### src/rtl/cpu_sequencer_if.sv
// Instruction-memory and datapath-control bundle between the sequencer and the
// rest of the 8-bit, 4-register CPU.
interface cpu_sequencer_if #(
  parameter int PC_WIDTH = 8
);
  logic [7:0]          instruction;
  logic [PC_WIDTH-1:0] Read_Address;
  logic [1:0]          rs;
  logic [1:0]          rt;
  logic [1:0]          wr_reg;
  logic [7:0]          imm;
  logic                ALUSrc;
  logic                MemRead;
  logic                MemWrite;
  logic                MemtoReg;
  logic                RegWrite;

  modport master (
    input  instruction,
    output Read_Address, rs, rt, wr_reg, imm,
    output ALUSrc, MemRead, MemWrite, MemtoReg, RegWrite
  );

  modport slave (
    output instruction,
    input  Read_Address, rs, rt, wr_reg, imm,
    input  ALUSrc, MemRead, MemWrite, MemtoReg, RegWrite
  );
endinterface

### src/rtl/cpu_sequencer.sv
// Multi-cycle control sequencer: owns the PC, latches each instruction and walks
// it through FETCH/DECODE/EXEC/MEM/WB while driving the datapath strobes.
// Strobes are registered from the next state and next IR, so they present the
// same cycle-by-cycle behaviour as a decode of the state register while coming
// straight out of flops (and clearing asynchronously on reset).
module cpu_sequencer #(
  parameter int PC_WIDTH = 8,
  parameter int PROG_LEN = 32,
  parameter int RESET_PC = 0
) (
  input  logic              clk,
  input  logic              rst_n,
  input  logic              run,
  cpu_sequencer_if.master   bus,
  output logic              halted,
  output logic [7:0]        retired
);

  typedef enum logic [2:0] {
    ST_IDLE   = 3'd0,
    ST_FETCH  = 3'd1,
    ST_DECODE = 3'd2,
    ST_EXEC   = 3'd3,
    ST_MEM    = 3'd4,
    ST_WB     = 3'd5,
    ST_HALT   = 3'd6
  } state_t;

  typedef struct packed {
    logic alu_src;
    logic mem_read;
    logic mem_write;
    logic mem_to_reg;
    logic reg_write;
  } strobe_t;

  localparam logic [1:0] OP_ADD = 2'b00;
  localparam logic [1:0] OP_LW  = 2'b01;
  localparam logic [1:0] OP_SW  = 2'b10;
  localparam logic [1:0] OP_J   = 2'b11;

  localparam logic [31:0]         PROG_LEN_C = 32'(PROG_LEN);
  localparam logic [PC_WIDTH-1:0] RESET_PC_C = PC_WIDTH'(RESET_PC);
  localparam logic [PC_WIDTH-1:0] PC_ONE_C   = PC_WIDTH'(1);

  // Strobe pattern for a given state and latched instruction.
  function automatic strobe_t decode_strobes(input state_t st, input logic [7:0] ir);
    strobe_t s;
    s = strobe_t'(5'b00000);
    case (st)
      ST_EXEC: begin
        s.alu_src = (ir[7:6] == OP_LW) || (ir[7:6] == OP_SW);
      end
      ST_MEM: begin
        s.alu_src   = 1'b1;
        s.mem_read  = (ir[7:6] == OP_LW);
        s.mem_write = (ir[7:6] == OP_SW);
      end
      ST_WB: begin
        s.reg_write = 1'b1;
        if (ir[7:6] == OP_LW) begin
          s.alu_src    = 1'b1;
          s.mem_read   = 1'b1;
          s.mem_to_reg = 1'b1;
        end else begin
          s.alu_src    = 1'b0;
          s.mem_read   = 1'b0;
          s.mem_to_reg = 1'b0;
        end
      end
      default: begin
        s = strobe_t'(5'b00000);
      end
    endcase
    return s;
  endfunction

  state_t              state_r;
  state_t              state_nxt_s;
  logic [PC_WIDTH-1:0] pc_r;
  logic [PC_WIDTH-1:0] pc_nxt_s;
  logic [7:0]          ir_r;
  logic [7:0]          ir_nxt_s;
  logic [7:0]          retired_r;
  logic                retire_s;
  strobe_t             strobe_r;
  logic                halted_r;
  logic [31:0]         pc_ext_s;
  logic [PC_WIDTH-1:0] jump_ofs_s;
  state_t              boundary_s;

  assign pc_ext_s   = 32'(pc_r);
  // Jump offset is IR[5:0] sign-extended; PC already points at addr+1.
  assign jump_ofs_s = {{(PC_WIDTH-6){ir_r[5]}}, ir_r[5:0]};
  assign boundary_s = run ? ST_FETCH : ST_IDLE;

  // Next-state, next-PC, next-IR and retire decode.
  always_comb begin
    state_nxt_s = state_r;
    pc_nxt_s    = pc_r;
    ir_nxt_s    = ir_r;
    retire_s    = 1'b0;
    case (state_r)
      ST_IDLE: begin
        if (run) begin
          state_nxt_s = ST_FETCH;
        end else begin
          state_nxt_s = ST_IDLE;
        end
      end
      ST_FETCH: begin
        if (pc_ext_s >= PROG_LEN_C) begin
          state_nxt_s = ST_HALT;
        end else begin
          ir_nxt_s    = bus.instruction;
          pc_nxt_s    = pc_r + PC_ONE_C;
          state_nxt_s = ST_DECODE;
        end
      end
      ST_DECODE: begin
        if (ir_r[7:6] == OP_J) begin
          pc_nxt_s    = pc_r + jump_ofs_s;
          retire_s    = 1'b1;
          state_nxt_s = boundary_s;
        end else begin
          state_nxt_s = ST_EXEC;
        end
      end
      ST_EXEC: begin
        if (ir_r[7:6] == OP_ADD) begin
          state_nxt_s = ST_WB;
        end else begin
          state_nxt_s = ST_MEM;
        end
      end
      ST_MEM: begin
        if (ir_r[7:6] == OP_LW) begin
          state_nxt_s = ST_WB;
        end else begin
          retire_s    = 1'b1;
          state_nxt_s = boundary_s;
        end
      end
      ST_WB: begin
        retire_s    = 1'b1;
        state_nxt_s = boundary_s;
      end
      ST_HALT: begin
        state_nxt_s = ST_HALT;
      end
      default: begin
        state_nxt_s = ST_IDLE;
      end
    endcase
  end

  // State, PC, IR and retire counter registers.
  always_ff @(posedge clk or negedge rst_n) begin
    if (!rst_n) begin
      state_r   <= ST_IDLE;
      pc_r      <= RESET_PC_C;
      ir_r      <= 8'h00;
      retired_r <= 8'h00;
    end else begin
      state_r <= state_nxt_s;
      pc_r    <= pc_nxt_s;
      ir_r    <= ir_nxt_s;
      if (retire_s) begin
        retired_r <= retired_r + 8'd1;
      end else begin
        retired_r <= retired_r;
      end
    end
  end

  // Registered strobes and halt flag, aligned with the state they belong to.
  always_ff @(posedge clk or negedge rst_n) begin
    if (!rst_n) begin
      strobe_r <= strobe_t'(5'b00000);
      halted_r <= 1'b0;
    end else begin
      strobe_r <= decode_strobes(state_nxt_s, ir_nxt_s);
      halted_r <= (state_nxt_s == ST_HALT);
    end
  end

  assign bus.Read_Address = pc_r;
  assign bus.rs           = ir_r[5:4];
  assign bus.rt           = ir_r[3:2];
  assign bus.wr_reg       = (ir_r[7:6] == OP_LW) ? ir_r[3:2] : ir_r[1:0];
  assign bus.imm          = {{6{ir_r[1]}}, ir_r[1:0]};
  assign bus.ALUSrc       = strobe_r.alu_src;
  assign bus.MemRead      = strobe_r.mem_read;
  assign bus.MemWrite     = strobe_r.mem_write;
  assign bus.MemtoReg     = strobe_r.mem_to_reg;
  assign bus.RegWrite     = strobe_r.reg_write;
  assign halted           = halted_r;
  assign retired          = retired_r;

endmodule

### src/flat_wrapper.sv
// flat-port wrapper written by rule: the top's interface ports become plain ports
module cpu_sequencer_flat 
#(
  parameter int PC_WIDTH = 8,
  parameter int PROG_LEN = 32,
  parameter int RESET_PC = 0
)
  (clk, rst_n, run, halted, retired, bus_instruction, bus_Read_Address, bus_rs, bus_rt, bus_wr_reg, bus_imm, bus_ALUSrc, bus_MemRead, bus_MemWrite, bus_MemtoReg, bus_RegWrite);
  cpu_sequencer_if #(.PC_WIDTH(PC_WIDTH)) bus_i ();
  input  logic clk;
  input  logic rst_n;
  input  logic run;
  output logic halted;
  output logic [7:0] retired;
  input wire logic [$bits(bus_i.instruction)-1:0] bus_instruction;
  output wire logic [$bits(bus_i.Read_Address)-1:0] bus_Read_Address;
  output wire logic [$bits(bus_i.rs)-1:0] bus_rs;
  output wire logic [$bits(bus_i.rt)-1:0] bus_rt;
  output wire logic [$bits(bus_i.wr_reg)-1:0] bus_wr_reg;
  output wire logic [$bits(bus_i.imm)-1:0] bus_imm;
  output wire logic [$bits(bus_i.ALUSrc)-1:0] bus_ALUSrc;
  output wire logic [$bits(bus_i.MemRead)-1:0] bus_MemRead;
  output wire logic [$bits(bus_i.MemWrite)-1:0] bus_MemWrite;
  output wire logic [$bits(bus_i.MemtoReg)-1:0] bus_MemtoReg;
  output wire logic [$bits(bus_i.RegWrite)-1:0] bus_RegWrite;
  assign bus_i.instruction = bus_instruction;
  assign bus_Read_Address = bus_i.Read_Address;
  assign bus_rs = bus_i.rs;
  assign bus_rt = bus_i.rt;
  assign bus_wr_reg = bus_i.wr_reg;
  assign bus_imm = bus_i.imm;
  assign bus_ALUSrc = bus_i.ALUSrc;
  assign bus_MemRead = bus_i.MemRead;
  assign bus_MemWrite = bus_i.MemWrite;
  assign bus_MemtoReg = bus_i.MemtoReg;
  assign bus_RegWrite = bus_i.RegWrite;
  cpu_sequencer #(.PC_WIDTH(PC_WIDTH), .PROG_LEN(PROG_LEN), .RESET_PC(RESET_PC)) u_core (.clk(clk), .rst_n(rst_n), .run(run), .bus(bus_i), .halted(halted), .retired(retired));
endmodule
### config.mk
export PLATFORM = sky130hd
export DESIGN_NAME = cpu_sequencer_flat
export DESIGN_NICKNAME = d
export VERILOG_FILES = /design/src/rtl/cpu_sequencer_if.sv /design/src/rtl/cpu_sequencer.sv /design/src/flat_wrapper.sv
export SDC_FILE = /design/constraint.sdc
export NUM_CORES = 1
export LEC_CHECK = 0
export CORE_ASPECT_RATIO = 1.1
export CORE_UTILIZATION = 53
export DETAILED_ROUTE_END_ITERATION = 8
export GPL_ROUTABILITY_DRIVEN = 0
export PLACE_DENSITY = 0.95
export RECOVER_POWER = 50
export SLEW_MARGIN = 0
export SYNTH_ARGS = -nofsm -noshare
export SYNTH_HDL_FRONTEND = slang
export SYNTH_SLANG_ARGS = --single-unit
### constraint.sdc
create_clock -name clk -period 6.2 [get_ports clk]
set_clock_uncertainty 0.1 [all_clocks]
set_input_delay 0.93 -clock clk [delete_from_list [all_inputs] [get_ports clk]]
set_output_delay 0.93 -clock clk [all_outputs]
set_load 0.05 [all_outputs]
; Word level (Yosys, flattened, before mapping)
; Index checks and enable logic that the tools add are counted.
[word_totals]
reg_bits = 33
input_bits = 11
out_inout_bits = 36
[classes]
n_addsub = 3
magnitude_cmp = 1
n_eq_ne = 16
mux = 21
bitwise = 1
n_reduce_logical = 7
[ops]
columns = operator, count
row1 = two-way mux 8 bit, 4
row2 = == test 3 bit (second input constant), 6
row3 = one-hot mux 3 bit (6 select lines), 1
row4 = adder 8 x 1 -> 8 bit (second input constant), 2
row5 = one-hot mux 8 bit (2 select lines), 1
row6 = == test 3 x 2 -> 1 bit (second input constant), 3
row7 = adder 8 bit, 1
row8 = greater-or-equal comparator 8 x 6 -> 1 bit (second input constant), 1
row9 = two-way mux 2 bit, 4
row10 = two-way mux 1 bit, 6
row11 = two-way mux 3 bit, 2
row12 = one-hot mux 1 bit (3 select lines), 2
row13 = == test 2 x 1 -> 1 bit (second input constant), 2
row14 = == test 2 bit (second input constant), 2
row15 = == test 3 x 1 -> 1 bit (second input constant), 1
row16 = zero test 3 bit, 1
row17 = AND reduction 3 bit, 1
row18 = zero test 2 bit, 1
row19 = inequality test 2 x 1 -> 1 bit (second input constant), 1
row20 = inequality test 2 bit (second input constant), 1
row21 = one-hot mux 1 bit (2 select lines), 1
row22 = AND reduction 2 bit, 1
row23 = nonzero test 2 bit, 1
row24 = OR reduction 2 bit, 1
row25 = other kinds (2), 2

; Depth between registers and ports, before layout
; Gate-level depths: netlist of the first run.
[logic_depth]
word_depth = 6
depth_mapped = 10
depth_no_buf = 9

; Least setup slack after synthesis of the first run
; Ideal clock, no wire load.
[synth_timing]
path_kind = reg-to-reg
from = reg u_core.state_r[0]
to = reg u_core.pc_r[6] (netlist: u_core.bus.Read_Address[6])
arrival_ns = 2.279
required_ns = 5.975
slack_ns = 3.696
path_stages_with_launch = 11
n_path_buf = 1
synth_period_minus_slack_ns = 2.504
cell_sequence = dfrtp_1 > buf_6 > nor3b_2 > nand2b_1 > ha_1 > fa_1 > a211oi_1 > o21bai_1 > a21oi_1 > xnor2_1 > mux2_2
[synth_between]
elab_chain_cells = 3
word_cells_on_any_way = 7
[synth_lines]
columns = item, line_no
row1 = from (decl), cpu_sequencer.sv:78  ; state_t state_r;
row2 = from (signal assigned), cpu_sequencer.sv:165  ; state_r <= state_nxt_s;
row3 = == test 3 x 2 -> 1 bit or == test 3 x 1 -> 1 bit (tied branches), cpu_sequencer.sv:103  ; case (state_r)
row4 = inequality test 2 x 1 -> 1 bit (no line) (tied with other cells), --
row5 = AND reduction 3 bit (no line), --
row6 = to (signal assigned), cpu_sequencer.sv:166  ; pc_r <= pc_nxt_s;
row7 = to (decl), cpu_sequencer.sv:80  ; logic [PC_WIDTH-1:0] pc_r;
; Parallel ways exist; a longest one is shown, timed or not.
; A chain may end at the register's enable or synchronous reset.

; Final worst setup path of the first run
[layout_timing]
from = reg u_core.ir_r[6]
to = out bus_wr_reg[0]
[layout_between]
elab_chain_cells = 2
[layout_lines]
columns = item, line_no
row1 = from (decl), cpu_sequencer.sv:82  ; logic [7:0] ir_r;
row2 = from (signal assigned), cpu_sequencer.sv:167  ; ir_r <= ir_nxt_s;
row3 = == test 2 x 1 -> 1 bit, cpu_sequencer.sv:190  ; assign bus.wr_reg = (ir_r[7:6] == OP_LW) ? ir_r[3:2] : ir_r[1:0];
row4 = two-way mux 2 bit, cpu_sequencer.sv:190
row5 = to (decl), flat_wrapper.sv:19  ; output wire logic [$bits(bus_i.wr_reg)-1:0] bus_wr_reg;
; Every way passes these cells.

==> results of run 1 <==
==> per-stage QoR <==
step           utilization  worst slack, ns  hold slack, ns
5_1_grt             0.7023            2.875          0.3966
4_1_cts             0.7105            2.964          0.3836
3_3_place_gp        0.6800            3.419          0.3615
3_5_place_dp        0.6800            3.342          0.3643
2_1_floorplan            -            3.696          0.3949
6_report            0.7023            2.996          0.3818
==> layer usage <==
metal	global-route usage	up-vias
met5	0	-
met4	0.1071	0
met3	0.04391	11
met2	0.4034	49
met1	0.2477	680
li1	-	662
==> flip-flops by register name, indices dropped and copies added, names as in the netlist, 3 cells and up <==
signal                   count
u_core.bus.Read_Address      8
u_core.ir_r                  8
u_core.retired               8
u_core.state_r               3
==> worst max-delay path, stage by stage, from the launching register on <==
cell and delay (ns):
dfrtp_1 0.45, nor2b_1 0.30, mux2_2 0.39, clkdlybuf4s50_1 0.70
==> layout make-up <==
| cell class | count | area share |
|---|---|---|
| clock buffer | 5 | 0.01592 |
| clock inverter | 3 | 0.02759 |
| timing repair buffer | 47 | 0.1968 |
| tap | 48 | 0.02546 |
| sequential | 33 | 0.3501 |
| multi-input combinational | 115 | 0.3729 |
| inverter | 7 | 0.01114 |
==> cells in the final DEF (no fill, tap or decap), types with 3 or more instances in the layout <==
cell,netlist,layout
clkdlybuf4s50_1,0,44
dfrtp_1,33,33
mux2_2,11,11
ha_1,10,10
nand2_1,8,9
nor2_1,9,9
xnor2_1,9,9
a21oi_1,8,8
inv_1,7,7
and2_1,7,7
o21ai_0,6,6
clkbuf_4,0,5
xor2_1,4,4
a31oi_1,3,3
a21o_1,3,3
nand4_1,3,3
==> cells by family (layout without fill, tap and decap cells) <==
| group | count (synthesis) | in the layout | synth area share |
|---|---|---|---|
| multiplexers | 14 | 14 | 0.08256 |
| AND/OR/NAND/NOR | 46 | 46 | 0.1491 |
| XOR/XNOR | 13 | 13 | 0.06059 |
| flip-flops | 33 | 33 | 0.4394 |
| AO/OA/AOI/OAI | 30 | 30 | 0.1059 |
| adder cells (fa/ha/maj) | 12 | 12 | 0.08256 |
| buffers and inverters | 23 | 62 | 0.07990 |
==> worst paths after layout <==
path / endpoint / cells past startpoint
setup / recovery: bus_wr_reg[0] / 3
hold / removal: u_core.retired[7] / 1
setup reg to reg: u_core.bus.Read_Address[6] / 9
hold reg to reg: u_core.retired[7] / 1
max in group asynchronous: u_core.bus.RegWrite / 2
min in group asynchronous: u_core.ir_r[5] / 2
==> metrics, run 1 <==
status finished with violations; failing checks max-capacitance violations, max-slew violations; top post-synthesis cells by area dfrtp_1, ha_1, mux2_2; register area share after synthesis 0.4394; Async S/R FF share, synth 1.000; TNS Setup 0 ns; most frequent cell after synthesis dfrtp_1; clock buffer count from CTS 5; Worst slew margin -0.1673; Clock transition at path regs approximately 0.10 ns; clk sinks 33; Critical Path End Type primary output; final non-filler cell area 2359 um2; WL met3 ~140 um; Clock Latency Late Sink roughly 0.35 ns; Synth top area share 0.4394; Final period util 0.5168; critical path arrival 2.17 ns; first-pass iteration count of the detailed router 4; Reg area between 800 and 900 um2; WL met1 about 1.6 mm; All-Layer GR Usage 0.2244; CP max FO 7; I/O pin cnt between 40 and 50; Final nets around 230; CTS Hold Bufs 0; die area ~3800 um2; grt ovf 0; CP Launch Type flip-flop; Post-synth EDFFs 0; RSZ-0062 raised after global routing false; # fillers roughly 270; Non-Filler Instances between 200 and 300; Die Width slightly below 60 um; post-CTS setup buffer count 0; placed cell area between 2000 and 2500 um2; crit path from u_core.ir_r[6]; Setup CP Type flip-flop to primary output; Mapped Avg Cell Area around 11 um2; maximum clock rate around 0.31 GHz; routed wl met2 2.063 mm; largest area contributor in the netlist dfrtp_1; Synth Warn # 0; Post-DP HPWL about 2.8 mm; wire length per cell around 15 um; Worst Path Required about 5.2 ns; DR iter-0 viols 31; worst hold path type flip-flop to flip-flop; ANT nets after route 0; Mapped Cells ~170; share of layout cells above drive strength 1 0.1095; final hold vios 0; Buffers on Ports 46; pins over their slew limit 34; Chip Height 64.46 um; Yosys cell types between 40 and 50; mapped cell area between 1500 and 2000 um2; CTS tree done; Top Layer Used met4; commonest cells in the netlist dfrtp_1, buf_4, mux2_2; minimum clock period 3.204 ns; first-pass GRT wire length about 6.3 mm; Post-Syn Nets ~190; clk buf depth 2; Core Region about 3400 um2; multi-input combinational cell area between 800 and 900 um2; Hold Path Origin u_core.retired[7]; total routed wirelength around 3.9 mm; Setup violations, final 0; Worst-Margin Slew approximately 1.8 ns; Initial Util 0.5596; CTS Root Cell clkbuf_4; Main synth FF type dfrtp_1; FF-to-FF setup slack roughly 3.4 ns; Inst Count DP 250; Max Cap Viol 1; Remaining DRCs 0; Via density approximately 5.4; CTS H-Tree Depth 2; post-CTS sizing 0; reg-to-reg startpoint u_core.state_r[0]; largest net degree at the start of global routing 34; synthesized flop and latch total 33; initial antenna violation count 0; Rows 22; # diodes 0; vias in the first global route roughly 1400; post-synthesis to final-layout area growth 25.50%; DR vias around 1400
Power of run 1 is left out: the tool's default activity adds up to more than one toggle a clock period on the data nets, which glitch-free logic cannot reach.
==> run 2: changes to the inputs <==
--- a/config.mk
+++ b/config.mk
@@ -6,10 +6,10 @@
 export NUM_CORES = 1
 export LEC_CHECK = 0
 export CORE_ASPECT_RATIO = 1.1
-export CORE_UTILIZATION = 53
+export CORE_UTILIZATION = 49
 export DETAILED_ROUTE_END_ITERATION = 8
 export GPL_ROUTABILITY_DRIVEN = 0
-export PLACE_DENSITY = 0.95
+export PLACE_DENSITY = 0.92
 export RECOVER_POWER = 50
 export SLEW_MARGIN = 0
 export SYNTH_ARGS = -nofsm -noshare
==> constraint.sdc (replaced) <==
create_clock -name clk -period 3 [get_ports clk]
set_clock_uncertainty 0.1 [all_clocks]
set_input_delay 0.45 -clock clk [delete_from_list [all_inputs] [get_ports clk]]
set_output_delay 0.45 -clock clk [all_outputs]
set_load 0.05 [all_outputs]
==> run 2 against run 1 <==
Against the previous run: the run still ends with max-capacitance violations, max-slew violations left; count of clock-buffer cells in the layout stayed put; non-clock buffer count up 1; utilization down 5.9 points; worst hold slack improved by 0.017 ns; final area shrank 0.26%; via count is 2.4% lower; wire length shrank 7.2%.
==> metrics, run 2 (same netlist as run 1, synthesis figures left out) <==
Max Cap Viol 1; Core Region ~3700 um2; commonest non-fill, non-tap cell in the layout clkdlybuf4s50_1; Critical Path End Type flip-flop; worst hold path type flip-flop to flip-flop; Buffers on Ports between 40 and 50; r2r endpoint u_core.bus.Read_Address[6]; DR iter-0 viols 59; Worst R2R Path Depth 9; Hold Path Origin u_core.retired[4]; ANT nets after route 0; CP max FO 10; cells along the critical path nor3b_2, nand2b_1, ha_1, fa_1, a211oi_1, o21bai_1, a21oi_1, xnor2_1, mux2_2; first-pass GRT wire length between 5 and 6 mm; critical path arrival approximately 2.9 ns; final non-filler cell area approximately 2400 um2; clk sinks 33; Rows 23; most frequent cells in the layout clkdlybuf4s50_1, dfrtp_1, mux2_2; busiest grt layer met2; initial antenna violation count 0; CTS tree done; CTS Root Cell clkbuf_8; final hold vios 0; post-CTS sizing 0; Die Width between 60 and 70 um; FF-to-FF setup slack approximately 0.21 ns; Chip Height around 67 um; placed cell area ~2300 um2; met3 GRT Util 0.05825; CP Launch Type flip-flop; die area a little over 4000 um2; vias in the first global route approximately 1300; hold path endpoint u_core.retired[4]; # fillers 296; met1 GRT Util 0.2411; status finished with violations; failing checks max-capacitance violations, max-slew violations; Worst-Margin Slew between 1.5 and 2 ns; post-CTS setup buffer count 0; total routed wirelength approximately 3.6 mm; DR vias 1369; largest net degree at the start of global routing 34; RSZ-0062 raised after global routing false; share of layout cells above drive strength 1 0.1137; Non-Filler Instances between 200 and 300; Setup violations, final 0; Initial Util 0.5142; grt ovf 0; Setup CP Type flip-flop to flip-flop; Remaining DRCs 0; All-Layer GR Usage 0.1952; clk buf depth 2; CP peak stage delay between 0.4 and 0.5 ns; GR Util met2 0.3166; Inst Count DP between 200 and 300; Clock Latency Late Sink about 0.29 ns; CTS H-Tree Depth 2; minimum clock period 2.794 ns; post-synthesis to final-layout area growth 25.17%; Final period util 0.9314; I/O pin cnt 47; # diodes 0; Post-DP HPWL approximately 2.7 mm; Clock transition at path regs around 0.07 ns; Worst Path Required slightly above 3 ns; post-layout util 0.6436; Final nets ~230; pins over their slew limit 34; clock buffer count from CTS 5; TNS Setup 0 ns; slowest CP cell dfrtp_1; wire length per cell between 10 and 15 um; Worst slew margin -0.1346; first-pass iteration count of the detailed router 4; reg-to-reg startpoint u_core.state_r[0]; Via density about 5.2; hold path cells 1; maximum clock rate roughly 0.36 GHz; CTS Hold Bufs 0
-- run 2: cell type report --
type / instances / area, um2 / share of cell area
Tap cell: 50 / 62.56 / 0.02660
Inverter: 7 / 26.28 / 0.01117
Sequential cell: 33 / 825.8 / 0.3511
Timing Repair Buffer: 48 / 471.7 / 0.2005
Clock buffer: 5 / 68.82 / 0.02926
Clock inverter: 3 / 17.52 / 0.007447
Multi-Input combinational cell: 115 / 879.6 / 0.3739
-- run 2: layer usage --
metal / up-vias / share of wire / routed length [um]
met5: - / 0 / 0
met3: 7 / 0.040 / 143
met1: 661 / 0.44 / 1572
li1: 666 / - / -
met4: 0 / 0.015 / 52
met2: 35 / 0.51 / 1808
-- run 2: worst max path at each step --
stage | endpoint | startpoint | depth (start not counted) | slack [ns]
6_report | u_core.bus.Read_Address[6] | u_core.state_r[0] | 9 | 0.21
5_1_grt | u_core.bus.Read_Address[6] | u_core.state_r[0] | 9 | 0.05
4_1_cts | u_core.bus.Read_Address[6] | u_core.state_r[0] | 9 | 0.19
3_5_place_dp | u_core.bus.Read_Address[6] | u_core.state_r[0] | 9 | 0.24
3_3_place_gp | u_core.bus.Read_Address[6] | u_core.state_r[0] | 9 | 0.36
2_1_floorplan | u_core.bus.Read_Address[6] | u_core.state_r[0] | 10 | 0.50
-- run 2: worst max-delay path: cells and delay by family, from the launching register on --
family | cells | cell delay (ns)
compound gates | 3 | 0.61
xor+xnor | 1 | 0.08
fa+ha+maj | 2 | 0.66
flops | 1 | 0.49
mux | 1 | 0.26
simple gates | 2 | 0.48
-- run 2: per-stage QoR --
stage,setup WS [ns],hold slack [ns]
6_report,0.2057,0.3988
5_1_grt,0.05215,0.4187
4_1_cts,0.1929,0.4058
3_5_place_dp,0.2398,0.3921
3_3_place_gp,0.3638,0.3698
2_1_floorplan,0.4962,0.05441
Power of run 2 is left out for the same reason.
